==> src/rtl/game_pkg.sv <==
// ---------------------------------------------------------------------------
// game_pkg
// Constants and the FSM state type shared by the score keeper, its bus
// interface, its difference/score helper and the testbench.
//   COUNT_W       width of symbol counts and count difference
//   LEVEL_W       width of the level input
//   TOTAL_W       width of the accumulated score
//   TOL_START     allowed |difference| below TIGHTEN_LEVEL
//   TIGHTEN_LEVEL first level with zero tolerance
//   MAX_PTS       points per round before the difference is subtracted
// ---------------------------------------------------------------------------
package game_pkg;

    localparam int COUNT_W       = 7;
    localparam int LEVEL_W       = 5;
    localparam int TOTAL_W       = 10;
    localparam int TOL_START     = 2;
    localparam int TIGHTEN_LEVEL = 8;
    localparam int MAX_PTS       = 10;

    typedef enum logic [1:0] {
        IDLE     = 2'd0,
        COUNTING = 2'd1,
        ANSWER   = 2'd2,
        RESULT   = 2'd3
    } state_t;

endpackage

==> src/rtl/score_keeper_if.sv <==
// ---------------------------------------------------------------------------
// score_keeper_if
// Groups the game timing pulses, symbol strobe, player inputs and the score
// outputs of score_keeper.
//   master : driver side (game sequencer / testbench), drives the pulses,
//            symbol strobe, userCount and level, reads the results.
//   slave  : score_keeper side.
// ---------------------------------------------------------------------------
interface score_keeper_if;
    import game_pkg::*;

    logic                gamePeriodB;
    logic                symValid;
    logic                specialCount;
    logic                answerPeriodB;
    logic                postPeriodB;
    logic                levelChngB;
    logic [COUNT_W-1:0]  userCount;
    logic [LEVEL_W-1:0]  level;

    logic [COUNT_W-1:0]  gameCount;
    logic [COUNT_W-1:0]  countDifference;
    logic                loss;
    logic                scoreValid;
    logic [TOTAL_W-1:0]  totalScore;
    logic [1:0]          phase;

    modport master (
        output gamePeriodB, symValid, specialCount, answerPeriodB,
               postPeriodB, levelChngB, userCount, level,
        input  gameCount, countDifference, loss, scoreValid, totalScore, phase
    );

    modport slave (
        input  gamePeriodB, symValid, specialCount, answerPeriodB,
               postPeriodB, levelChngB, userCount, level,
        output gameCount, countDifference, loss, scoreValid, totalScore, phase
    );

endinterface

==> src/rtl/score_keeper_abs_diff_sat.sv <==
// ---------------------------------------------------------------------------
// abs_diff_sat
// Combinational |i_a - i_b| and the candidate new total score
// i_total + max(MAX_PTS - diff, 0), saturating at 2^TOTAL_W-1.
//   i_a, i_b     counts to compare (COUNT_W)
//   i_total      current accumulated score (TOTAL_W)
//   o_diff       absolute difference (COUNT_W)
//   o_total_inc  total after adding this round's points, saturated
// ---------------------------------------------------------------------------
module abs_diff_sat
    import game_pkg::*;
(
    input  logic [COUNT_W-1:0] i_a,
    input  logic [COUNT_W-1:0] i_b,
    input  logic [TOTAL_W-1:0] i_total,
    output logic [COUNT_W-1:0] o_diff,
    output logic [TOTAL_W-1:0] o_total_inc
);

    localparam logic [COUNT_W:0] MAX_PTS_C = (COUNT_W+1)'(MAX_PTS);

    logic [COUNT_W:0]   w_a_ext;
    logic [COUNT_W:0]   w_b_ext;
    logic [COUNT_W:0]   w_sub;
    logic [COUNT_W:0]   w_pts;
    logic [TOTAL_W-1:0] w_pts_ext;
    logic [TOTAL_W:0]   w_sum;

    assign w_a_ext = {1'b0, i_a};
    assign w_b_ext = {1'b0, i_b};

    // Subtract the smaller from the larger so the magnitude never wraps;
    // the extra bit only keeps the intermediate honest, the result fits COUNT_W.
    assign w_sub  = (w_a_ext >= w_b_ext) ? (w_a_ext - w_b_ext) : (w_b_ext - w_a_ext);
    assign o_diff = w_sub[COUNT_W-1:0];

    // A difference of MAX_PTS or more earns nothing rather than going negative.
    assign w_pts     = (w_sub < MAX_PTS_C) ? (MAX_PTS_C - w_sub) : '0;
    assign w_pts_ext = {{(TOTAL_W-COUNT_W-1){1'b0}}, w_pts};

    assign w_sum       = {1'b0, i_total} + {1'b0, w_pts_ext};
    assign o_total_inc = w_sum[TOTAL_W] ? {TOTAL_W{1'b1}} : w_sum[TOTAL_W-1:0];

endmodule

==> src/rtl/score_keeper.sv <==
// ---------------------------------------------------------------------------
// score_keeper
// Counts target symbols during the game period, then judges the player's
// count once the answer period closes and keeps a saturating total score.
//   Clk100M : system clock
//   reset   : synchronous active-high reset
//   bus     : score_keeper_if.slave
//             in : gamePeriodB, symValid, specialCount, answerPeriodB,
//                  postPeriodB, levelChngB, userCount, level
//             out: gameCount, countDifference, loss, scoreValid,
//                  totalScore, phase (encoded FSM state)
// ---------------------------------------------------------------------------
module score_keeper
    import game_pkg::*;
(
    input  logic                 Clk100M,
    input  logic                 reset,
    score_keeper_if.slave        bus
);

    localparam logic [LEVEL_W-1:0] TIGHTEN_C = LEVEL_W'(TIGHTEN_LEVEL);
    localparam logic [COUNT_W-1:0] TOL_C     = COUNT_W'(TOL_START);
    localparam logic [COUNT_W-1:0] COUNT_MAX = {COUNT_W{1'b1}};

    state_t              r_state;
    state_t              w_state_next;

    logic [COUNT_W-1:0]  r_game_count;
    logic [COUNT_W-1:0]  r_count_diff;
    logic                r_loss;
    logic                r_score_valid;
    logic [TOTAL_W-1:0]  r_total;

    logic                w_start;
    logic                w_count_en;
    logic                w_judge;
    logic [1:0]          w_phase;

    logic [COUNT_W-1:0]  w_diff;
    logic [TOTAL_W-1:0]  w_total_inc;
    logic [COUNT_W-1:0]  w_tol;
    logic                w_loss;

    abs_diff_sat u_abs_diff_sat (
        .i_a         (bus.userCount),
        .i_b         (r_game_count),
        .i_total     (r_total),
        .o_diff      (w_diff),
        .o_total_inc (w_total_inc)
    );

    assign w_tol  = (bus.level < TIGHTEN_C) ? TOL_C : '0;
    assign w_loss = (w_diff > w_tol);

    // State register
    always_ff @(posedge Clk100M) begin
        if (reset) begin
            r_state <= IDLE;
        end else begin
            r_state <= w_state_next;
        end
    end

    // Next-state logic
    always_comb begin
        w_state_next = r_state;
        case (r_state)
            IDLE: begin
                if (bus.gamePeriodB) w_state_next = COUNTING;
            end
            COUNTING: begin
                if (bus.answerPeriodB) w_state_next = ANSWER;
            end
            ANSWER: begin
                if (bus.postPeriodB) w_state_next = RESULT;
            end
            RESULT: begin
                // A lost round is terminal until reset.
                if (!r_loss && (bus.levelChngB || bus.gamePeriodB))
                    w_state_next = COUNTING;
            end
            default: w_state_next = IDLE;
        endcase
    end

    // Output / datapath-control decode
    always_comb begin
        w_start    = 1'b0;
        w_count_en = 1'b0;
        w_judge    = 1'b0;
        w_phase    = r_state;
        case (r_state)
            IDLE:     w_start    = bus.gamePeriodB;
            // The strobe coinciding with answerPeriodB still counts.
            COUNTING: w_count_en = bus.symValid && bus.specialCount;
            ANSWER:   w_judge    = bus.postPeriodB;
            RESULT:   w_start    = !r_loss && (bus.levelChngB || bus.gamePeriodB);
            default:  w_start    = 1'b0;
        endcase
    end

    // Counters and judged results
    always_ff @(posedge Clk100M) begin
        if (reset) begin
            r_game_count  <= '0;
            r_count_diff  <= '0;
            r_loss        <= 1'b0;
            r_score_valid <= 1'b0;
            r_total       <= '0;
        end else begin
            if (w_start) begin
                r_game_count  <= '0;
                r_count_diff  <= '0;
                r_score_valid <= 1'b0;
            end else if (w_count_en && (r_game_count != COUNT_MAX)) begin
                r_game_count <= r_game_count + 1'b1;
            end

            if (w_judge) begin
                r_count_diff  <= w_diff;
                r_loss        <= w_loss;
                r_score_valid <= 1'b1;
                if (!w_loss) r_total <= w_total_inc;
            end
        end
    end

    assign bus.gameCount       = r_game_count;
    assign bus.countDifference = r_count_diff;
    assign bus.loss            = r_loss;
    assign bus.scoreValid      = r_score_valid;
    assign bus.totalScore      = r_total;
    assign bus.phase           = w_phase;

endmodule
==> src/flat_wrapper.sv <==
// flat-port wrapper written by rule: the top's interface ports become plain ports
module score_keeper_flat import game_pkg::*;
  (Clk100M, reset, bus_gamePeriodB, bus_symValid, bus_specialCount, bus_answerPeriodB, bus_postPeriodB, bus_levelChngB, bus_userCount, bus_level, bus_gameCount, bus_countDifference, bus_loss, bus_scoreValid, bus_totalScore, bus_phase);
  score_keeper_if bus_i ();
  input  logic Clk100M;
  input  logic reset;
  input wire logic [$bits(bus_i.gamePeriodB)-1:0] bus_gamePeriodB;
  input wire logic [$bits(bus_i.symValid)-1:0] bus_symValid;
  input wire logic [$bits(bus_i.specialCount)-1:0] bus_specialCount;
  input wire logic [$bits(bus_i.answerPeriodB)-1:0] bus_answerPeriodB;
  input wire logic [$bits(bus_i.postPeriodB)-1:0] bus_postPeriodB;
  input wire logic [$bits(bus_i.levelChngB)-1:0] bus_levelChngB;
  input wire logic [$bits(bus_i.userCount)-1:0] bus_userCount;
  input wire logic [$bits(bus_i.level)-1:0] bus_level;
  output wire logic [$bits(bus_i.gameCount)-1:0] bus_gameCount;
  output wire logic [$bits(bus_i.countDifference)-1:0] bus_countDifference;
  output wire logic [$bits(bus_i.loss)-1:0] bus_loss;
  output wire logic [$bits(bus_i.scoreValid)-1:0] bus_scoreValid;
  output wire logic [$bits(bus_i.totalScore)-1:0] bus_totalScore;
  output wire logic [$bits(bus_i.phase)-1:0] bus_phase;
  assign bus_i.gamePeriodB = bus_gamePeriodB;
  assign bus_i.symValid = bus_symValid;
  assign bus_i.specialCount = bus_specialCount;
  assign bus_i.answerPeriodB = bus_answerPeriodB;
  assign bus_i.postPeriodB = bus_postPeriodB;
  assign bus_i.levelChngB = bus_levelChngB;
  assign bus_i.userCount = bus_userCount;
  assign bus_i.level = bus_level;
  assign bus_gameCount = bus_i.gameCount;
  assign bus_countDifference = bus_i.countDifference;
  assign bus_loss = bus_i.loss;
  assign bus_scoreValid = bus_i.scoreValid;
  assign bus_totalScore = bus_i.totalScore;
  assign bus_phase = bus_i.phase;
  score_keeper u_core (.Clk100M(Clk100M), .reset(reset), .bus(bus_i));
endmodule
==> config.mk <==
export PLATFORM = sky130hd
export DESIGN_NAME = score_keeper_flat
export DESIGN_NICKNAME = d
export VERILOG_FILES = /design/src/rtl/game_pkg.sv /design/src/rtl/score_keeper_if.sv /design/src/rtl/score_keeper_abs_diff_sat.sv /design/src/rtl/score_keeper.sv /design/src/flat_wrapper.sv
export SDC_FILE = /design/constraint.sdc
export NUM_CORES = 1
export LEC_CHECK = 0
export BUFFER_PORTS_ARGS = -buffer_cell sky130_fd_sc_hd__buf_2
export CAP_MARGIN = 20
export CORE_AREA = 8 8 88 90
export CTS_CLUSTER_SIZE = 14
export DETAILED_ROUTE_END_ITERATION = 6
export DIE_AREA = 0 0 96 98
export HOLD_SLACK_MARGIN = 0.1
export PLACE_DENSITY_LB_ADDON = 0.3
export SLEW_MARGIN = 20
export SYNTH_ARGS = -nofsm -noshare
export SYNTH_HDL_FRONTEND = slang
export SYNTH_SLANG_ARGS = --single-unit
==> constraint.sdc <==
create_clock -name Clk100M -period 16.1 [get_ports Clk100M]
set_clock_uncertainty 0.2 [all_clocks]
set_input_delay 2.415 -clock Clk100M [delete_from_list [all_inputs] [get_ports Clk100M]]
set_output_delay 2.415 -clock Clk100M [all_outputs]
set_load 0.02 [all_outputs]
; Yosys cells after proc, flatten, opt, wreduce, memory -nomap -nowiden
; Index checks and enable logic that the tools add are counted.
[word_totals]
ff_bits = 28
in_bits = 20
wordCells = 50
[classes]
addsub = 5
n_lt_le_gt_ge = 4
eq_ne = 8
n_mux = 16
bitwise_logic = 1
n_reduce_logical = 10
[ops]
columns = op, n
row1 = two-way mux 8 bit, 2
row2 = subtractor 7 x 7 -> 8 bit, 2
row3 = two-way mux 7 bit, 2
row4 = adder 10 x 8 -> 11 bit, 1
row5 = two-way mux 10 bit, 1
row6 = two-way mux 2 bit, 5
row7 = "less-than comparator 8 x 4 -> 1 bit, second input constant", 1
row8 = case mux 2 bit (4 select lines), 1
row9 = "subtractor 4 x 8 -> 8 bit, first input constant", 1
row10 = "adder 7 x 1 -> 7 bit, second input constant", 1
row11 = >= comparator 7 bit, 1
row12 = > comparator 7 bit, 1
row13 = "!= test 7 bit, second input constant", 1
row14 = "!= test 2 bit, second input constant", 3
row15 = "less-than comparator 5 x 4 -> 1 bit, second input constant", 1
row16 = "== test 2 bit, second input constant", 2
row17 = two-way mux 1 bit, 4
row18 = AND reduction 4 bit, 1
row19 = logical AND 1 bit, 3
row20 = "== test 2 x 1 -> 1 bit, second input constant", 1
row21 = logical NOT 2 bit, 1
row22 = "!= test 2 x 1 -> 1 bit, second input constant", 1
row23 = case mux 1 bit (2 select lines), 1
row24 = AND reduction 2 bit, 1
row25 = other kinds (5), 5

; Longest topological paths before layout
; Gate-level depths: netlist (run 1).
[logic_depth]
word_depth = 6
ltp_mapped = 21
mapped_depth_nobuf = 21

; Cells and area by module
; Synthesis (run 1) repeated with hierarchy kept, for this count alone.
[unflattened]
cells_unflattened = 331
area_unflattened_um2 = 2768.9
[by_module_without_submodules]
columns = mod, n_inst, cells_each, area_per_inst_um2
row1 = abs_diff_sat, 1, 197, 1467.7
row2 = score_keeper, 1, 134, 1301.2

; Worst setup path before layout (run 1)
; No wires, ideal clock.
[synth_path]
path_type = input to register
from = input port bus_userCount[0]
to = register u_core.r_total[3] (netlist: u_core.bus.totalScore[3])
setup_time_ns = 0.119
t_arrival_ns = 6.845
required_time_ns = 15.781
setup_slack_ns = 8.937
path_stages = 20
cell_sequence = inv_1 -> ha_1 -> inv_1 -> fa_1 -> nand3_1 -> a31oi_2 -> nor2_1 -> mux2_2 -> a221o_1 -> o22ai_1 -> nor3_1 -> ha_1 -> fa_1 -> a211o_1 -> a211oi_1 -> nor2_1 -> o2111ai_1 -> nand3_1 -> or3_1 -> o221a_1
[synth_via]
elab_chain_cells = 6
elab_cells_between_ends = 12
classes_between = add/sub: 4 / order compare: 3 / mux: 3 / bitwise: 1 / reduce/logical: 1
[synth_lines]
columns = element, line_no
row1 = "start, declared", flat_wrapper.sv:13  ; input wire logic [$bits(bus_i.userCount)-1:0] bus_userCount;
row2 = subtractor 7 x 7 -> 8 bit / >= comparator 7 bit (equally long branches), score_keeper_abs_diff_sat.sv:34  ; assign w_sub = (w_a_ext >= w_b_ext) ? (w_a_ext - w_b_ext) : (w_b_ext - w_a_ext);
row3 = two-way mux 8 bit (*), score_keeper_abs_diff_sat.sv:34
row4 = subtractor 4 x 8 -> 8 bit / less-than comparator 8 x 4 -> 1 bit (equally long branches), score_keeper_abs_diff_sat.sv:38  ; assign w_pts = (w_sub < MAX_PTS_C) ? (MAX_PTS_C - w_sub) : '0;
row5 = two-way mux 8 bit, score_keeper_abs_diff_sat.sv:38
row6 = adder 10 x 8 -> 11 bit, score_keeper_abs_diff_sat.sv:41  ; assign w_sum = {1'b0, i_total} + {1'b0, w_pts_ext};
row7 = two-way mux 10 bit, score_keeper_abs_diff_sat.sv:42  ; assign o_total_inc = w_sum[TOTAL_W] ? {TOTAL_W{1'b1}} : w_sum[TOTAL_W-1:0];
row8 = "end signal, assigned", score_keeper.sv:123  ; if (!w_loss) r_total <= w_total_inc;
row9 = "end, declared", score_keeper.sv:32  ; logic [TOTAL_W-1:0] r_total;
; Mark *: on every way between the ends. The rest lies on a longest branch, timed or not.
; A chain may end at the register's enable or synchronous reset.

; Worst setup path in the final report (run 1)
[layout_path]
from = input port bus_userCount[5]
to = register u_core.r_total[2] (netlist: u_core.bus.totalScore[2])
; The elaborated chain is that of the path after synthesis.

==> flow_summary.yaml, run 1 <==
run_status:
  outcome: "finished clean"
sta:
  max_freq_ghz: 0.127
  finalSetupViolations: 0
  period_share_pct: 48.9
  max_slew_margin_pct: 48.9
  worstMarginPinSlew_ns: 0.766
  fin_crit_ns: 7.88
  hold_violations: 0
  drv_slew: 0
  grt_setup_unrepaired: "false"
  setup_tns_ns: 0
  fin_hold_ws_ns: 0.270
  setup_slack_ns: 8.22
setup_path:
  reg2reg_slack_ns: 9.94
  cpPeakStageDelay_ns: 0.61
  reg2reg_depth: 17
  r2r_start: "u_core.bus.gameCount[5]$_SDFFE_PP0P_"
  path_cells: "buf_2, ha_1, a21o_1, a21oi_2, mux2_2, o22ai_1, nand3_1, a21o_1, nor3_1, ha_1, a211o_1, a211oi_1, nor2_1, o2111ai_1, nand3_1, a2111oi_0, a211oi_1"
  start_kind: "input port"
  critPathSlowestCell: "o2111ai_1"
  crit_type: "input port to flip-flop"
  crit_family: "compound AO/OA/AOI/OAI gates"
  endpoint_kind: "flip-flop"
  cp.arrival_ns: 7.83
  critPathBufInv: 1
  rr_endpoint: "u_core.bus.totalScore[2]$_SDFFE_PP0P_"
  critPathRequiredTime_ns: 16.05
  path_max_fanout: 8
grt:
  grt_overflow: 0
  grt_pass1_vias: 2383
  grt_usage_pct: 13.6
  antenna_found_initial: 0
  grt_max_degree: 16
  grt_pass1_wl_mm: 10.7
layout:
  layout-drive-gt1-share_pct: 20.2
  fillerInstances: 664
  area_growth_pct: 14.5
  final_cell_mix: "buf_2, inv_1, ha_1"
  fin_util_pct: 43.7
  diodes: 0
  final_cells: 421
  final_area_um2: 2840
  final_common_cell: "buf_2"
  nets: 394
yosys:
  synth_area_um2: 2480
  avgSynthCellArea_um2: 8.40
  synth_edf_count: 0
  ys_warn_count: 0
  ys.flop_type: "dfxtp_1"
  synth_seq_area_share_pct: 22.6
  synth_cells: 295
  synth_cell_types: 59
  async_flop_share_pct: 0
  ys_ff_latch: 28
pwr:
  peakVddDrop_mv: 0.0343
  power.density_nw_per_um2: 71.4
  power_uw: 203
  p_leak_nw: 1.27
clock_network:
  cts_max_path_buffers: 2
  insertion_delay_ns: 0.28
  cts_buffers: 3
  h-tree-depth: 1
  cts_tree: "yes"
  cts.sinks: 28
  clk_pin_slew_ns: 0.11
  clockRootBuffer: "clkbuf_8"
  cts-resized-gates: 0
  postCtsSetupBuffers: 0
  cts_hold_buf: 0
die:
  num_rows: 30
  die_x_um: 96
  die_height_um: 98
  start_util_pct: 38.2
  die-area_um2: 9410
  ios: 48
  core_um2: 6490
detailed_routing:
  dr_wl_met2_mm: 3.13
  wl_mm: 6.23
  drtAntennaViolNets: 0
  viasPerCell: 5.43
  detail_route.drc_violations: 0
  wl_per_cell_um: 14.8
  topRoutingLayerUsed: "met4"
  vias: 2286
  detailedRoute.firstPassIterationCount: 4
  drt_iter0_markers: 96
  wl_met1_mm: 2.83
  wl_met3_um: 254
place:
  dp_hpwl_mm: 5.04
  place_area_um2: 2780
  port_buffers: 44
  gp_congestion: 0.903
  post-place-ws_ns: 8.07
  place_inst: 417
hold_path:
  min_from: "u_core.bus.scoreValid$_SDFFE_PP0P_"
  min_path_type: "flip-flop to flip-flop"
  min_path_cells: 2
  holdPathEnd: "u_core.bus.scoreValid$_SDFFE_PP0P_"
run:
  maxCapViolations: 0
==> cells by family (layout without fill, tap and decap cells) <==
group                    after synthesis  after routing  share of synthesized area, %
XOR/XNOR                              13             13                          4.59
AO/OA/AOI/OAI                         87             87                          28.1
AND/OR/NAND/NOR                       93             93                          19.6
adder cells (fa/ha/maj)               32             32                          17.1
flip-flops                            28             28                          22.6
other                                  1              2                         0.151
buffers and inverters                 36             81                          5.75
multiplexers                           5              5                          2.17
==> worst reg2reg max path: cells and delay by family, from the launching register on <==
kind / cells / cell delay, ns
compound gates: 9 / 3.25
fa+ha+maj: 2 / 0.74
buf+inv: 1 / 0.09
flops: 1 / 0.41
mux: 1 / 0.39
simple gates: 4 / 0.96
==> worst max path at each step <==
stage / end / slack, ns / start / cells after the start
2_1_floorplan: u_core.bus.totalScore[3]$_SDFFE_PP0P_ / 8.94 / bus_userCount[0] / 20
3_3_place_gp: u_core.bus.totalScore[2]$_SDFFE_PP0P_ / 8.13 / bus_userCount[5] / 17
3_5_place_dp: u_core.bus.totalScore[2]$_SDFFE_PP0P_ / 8.07 / bus_userCount[5] / 17
4_1_cts: u_core.bus.totalScore[2]$_SDFFE_PP0P_ / 8.35 / bus_userCount[5] / 17
5_1_grt: u_core.bus.totalScore[5]$_SDFFE_PP0P_ / 8.05 / bus_userCount[5] / 17
6_report: u_core.bus.totalScore[2]$_SDFFE_PP0P_ / 8.22 / bus_userCount[5] / 17
==> synth_stat cells (all sizes together), types with 5 or more instances <==
master | number | area, um2
or2 | 5 | 31.3
xnor2 | 10 | 87.6
o22ai | 5 | 31.3
a21oi | 19 | 103
nor2 | 19 | 71.3
nand4 | 5 | 37.5
nand2 | 16 | 60.1
nand3 | 15 | 75.1
a211oi | 8 | 72.6
inv | 33 | 124
or3 | 10 | 62.6
a2111oi | 7 | 87.6
nor3 | 7 | 35.0
a22o | 6 | 52.6
o21ai | 8 | 40.0
dfxtp | 28 | 561
nor2b | 9 | 56.3
o221a | 5 | 56.3
ha | 29 | 363
==> where the power goes <==
group	switching, mW	total (mW)	internal (mW)
sequential	0.00509	0.0796	0.0745
clock	0.0242	0.0462	0.0220
combinational	0.0484	0.0770	0.0286
==> metal layers <==
layer | up-vias | GRT usage (%)
met2 | 50 | 24.6
met1 | 1060 | 16.4
met4 | 0 | 1.18
met3 | 2 | 2.84
li1 | 1174 | -
met5 | - | 0
==> sequential cells by signal, indices dropped and copies added, names as in the netlist <==
signal                      flops
u_core.bus.gameCount            7
u_core.bus.scoreValid           1
u_core.bus.phase                2
u_core.bus.loss                 1
u_core.bus.countDifference      7
u_core.bus.totalScore          10
==> layout make-up <==
type	count	area, um2	area share [%]
Timing Repair Buffer	44	220	7.76
Clock buffer	4	55.1	1.94
Multi-Input combinational cell	232	1780	62.7
Inverter	33	124	4.36
Tap cell	80	100	3.53
Sequential cell	28	561	19.7
No activity file was read; power rests on OpenSTA's default activity.
==> run 2, diff against run 1 <==
==> constraint.sdc (replaced) <==
create_clock -name Clk100M -period 6.7 [get_ports Clk100M]
set_clock_uncertainty 0.2 [all_clocks]
set_input_delay 1.005 -clock Clk100M [delete_from_list [all_inputs] [get_ports Clk100M]]
set_output_delay 1.005 -clock Clk100M [all_outputs]
set_load 0.02 [all_outputs]
==> flow_summary.yaml, run 2 (same netlist as run 1, synthesis figures left out) <==
run_status:
  outcome: "finished clean"
detailed_routing:
  wl_per_cell_um: 14.6
  viasPerCell: 5.46
  drtAntennaViolNets: 0
  wl_mm: 6.20
  detail_route.drc_violations: 0
  drt_iter0_markers: 86
  detailedRoute.firstPassIterationCount: 4
  vias: 2317
setup_path:
  start_kind: "input port"
  critPathSlowestCell: "fa_1"
  cp.arrival_ns: 5.98
  crit_type: "input port to flip-flop"
  path_max_fanout: 8
  critPathRequiredTime_ns: 6.66
  cpPeakStageDelay_ns: 0.43
  endpoint_kind: "flip-flop"
  path_cells: "buf_2, inv_1, ha_1, inv_1, fa_1, nand3_1, a31oi_2, nor2_1, mux2_2, a221o_1, o22ai_1, nor3_1, ha_1, fa_1, a211o_1, a211oi_1, nor2_1, o2111ai_1, buf_4, nand3_1, a2111oi_0, a211oi_1"
sta:
  setup_tns_ns: 0
  drv_slew: 0
  period_share_pct: 89.8
  finalSetupViolations: 0
  fin_hold_ws_ns: 0.265
  fin_crit_ns: 6.02
  max_freq_ghz: 0.166
  max_slew_margin_pct: 53.5
  grt_setup_unrepaired: "false"
  hold_violations: 0
  worstMarginPinSlew_ns: 0.694
clock_network:
  clockRootBuffer: "clkbuf_8"
  cts-resized-gates: 0
  insertion_delay_ns: 0.28
  cts.sinks: 28
  cts_max_path_buffers: 2
  cts_buffers: 3
  clk_pin_slew_ns: 0.11
  cts_tree: "yes"
  postCtsSetupBuffers: 0
  cts_hold_buf: 0
  h-tree-depth: 1
place:
  gp_congestion: 0.889
  port_buffers: 44
  dp_hpwl_mm: 5.13
  place_area_um2: 2810
  place_inst: 420
grt:
  grt_max_degree: 16
  grt_overflow: 0
  grt_pass1_wl_mm: 10.7
  antenna_found_initial: 0
  grt_usage_pct: 13.7
  grt_pass1_vias: 2390
layout:
  largest_register_ffs: 10
  final_cells: 424
  area_growth_pct: 15.4
  nets: 397
  final_common_cell: "buf_2"
  diodes: 0
  final_area_um2: 2860
  layout-drive-gt1-share_pct: 20.9
  final_cell_mix: "buf_2, inv_1, ha_1"
die:
  num_rows: 30
  die_x_um: 96
  ios: 48
  start_util_pct: 38.2
  die-area_um2: 9410
  die_height_um: 98
  core_um2: 6490
hold_path:
  min_path_type: "flip-flop to flip-flop"
pwr:
  power.density_nw_per_um2: 171
  p_leak_nw: 1.28
  power_uw: 490
  peakVddDrop_mv: 0.0936
run:
  maxCapViolations: 0
## run 2: cell count changes in the layout (fill, tap and decap cells not counted)
cell / before / now
buf_4: 0 / 3
## run 2: area by class of cell
type                            instances  area [um2]
Clock buffer                            4        55.1
Fill cell                             658        3630
Multi-Input combinational cell        232        1780
Sequential cell                        28         561
Tap cell                               80         100
Timing Repair Buffer                   47         243
Inverter                               33         124
## run 2: where the power goes
| group | leakage [nW] | switching [mW] | internal [mW] |
|---|---|---|---|
| combinational | 1.03 | 0.116 | 0.0708 |
| clock | 0.0288 | 0.0597 | 0.0529 |
| sequential | 0.226 | 0.0120 | 0.179 |
| total | 1.28 | 0.188 | 0.303 |
## run 2: path summary, 6_finish.rpt
kind | slack (ns) | start | cells after the start | to
setup / recovery | 0.68 | bus_userCount[0] | 22 | u_core.bus.totalScore[2]$_SDFFE_PP0P_
hold / removal | 0.27 | u_core.bus.scoreValid$_SDFFE_PP0P_ | 2 | u_core.bus.scoreValid$_SDFFE_PP0P_
setup reg to reg | 1.05 | u_core.bus.gameCount[0]$_SDFFE_PP0P_ | 20 | u_core.bus.totalScore[2]$_SDFFE_PP0P_
hold reg to reg | 0.27 | u_core.bus.scoreValid$_SDFFE_PP0P_ | 2 | u_core.bus.scoreValid$_SDFFE_PP0P_
## run 2: worst max-delay path: cells and delay by family
family / cells / cell delay [ns]
multiplexers: 1 / 0.37
AO/OA/AOI/OAI: 8 / 2.24
buffers and inverters: 4 / 0.41
AND/OR/NAND/NOR: 5 / 0.74
adder cells (fa/ha/maj): 4 / 1.21
## run 2: through the flow
stage | utilization (%) | setup slack [ns]
after global routing | 44.1 | 0.304
after detailed placement | 43.2 | 0.337
after global placement | 43.2 | 0.412
final | 44.1 | 0.683
after CTS | 44.1 | 0.650
after floorplan | - | 0.947
## run 2: per-layer routing
layer,up-vias,GRT usage [%],share of wire (%)
met1,1086,16.4,45
met3,6,3.45,4.5
met2,40,23.5,50
met5,-,0,0
li1,1185,-,-
met4,0,2.72,0.82
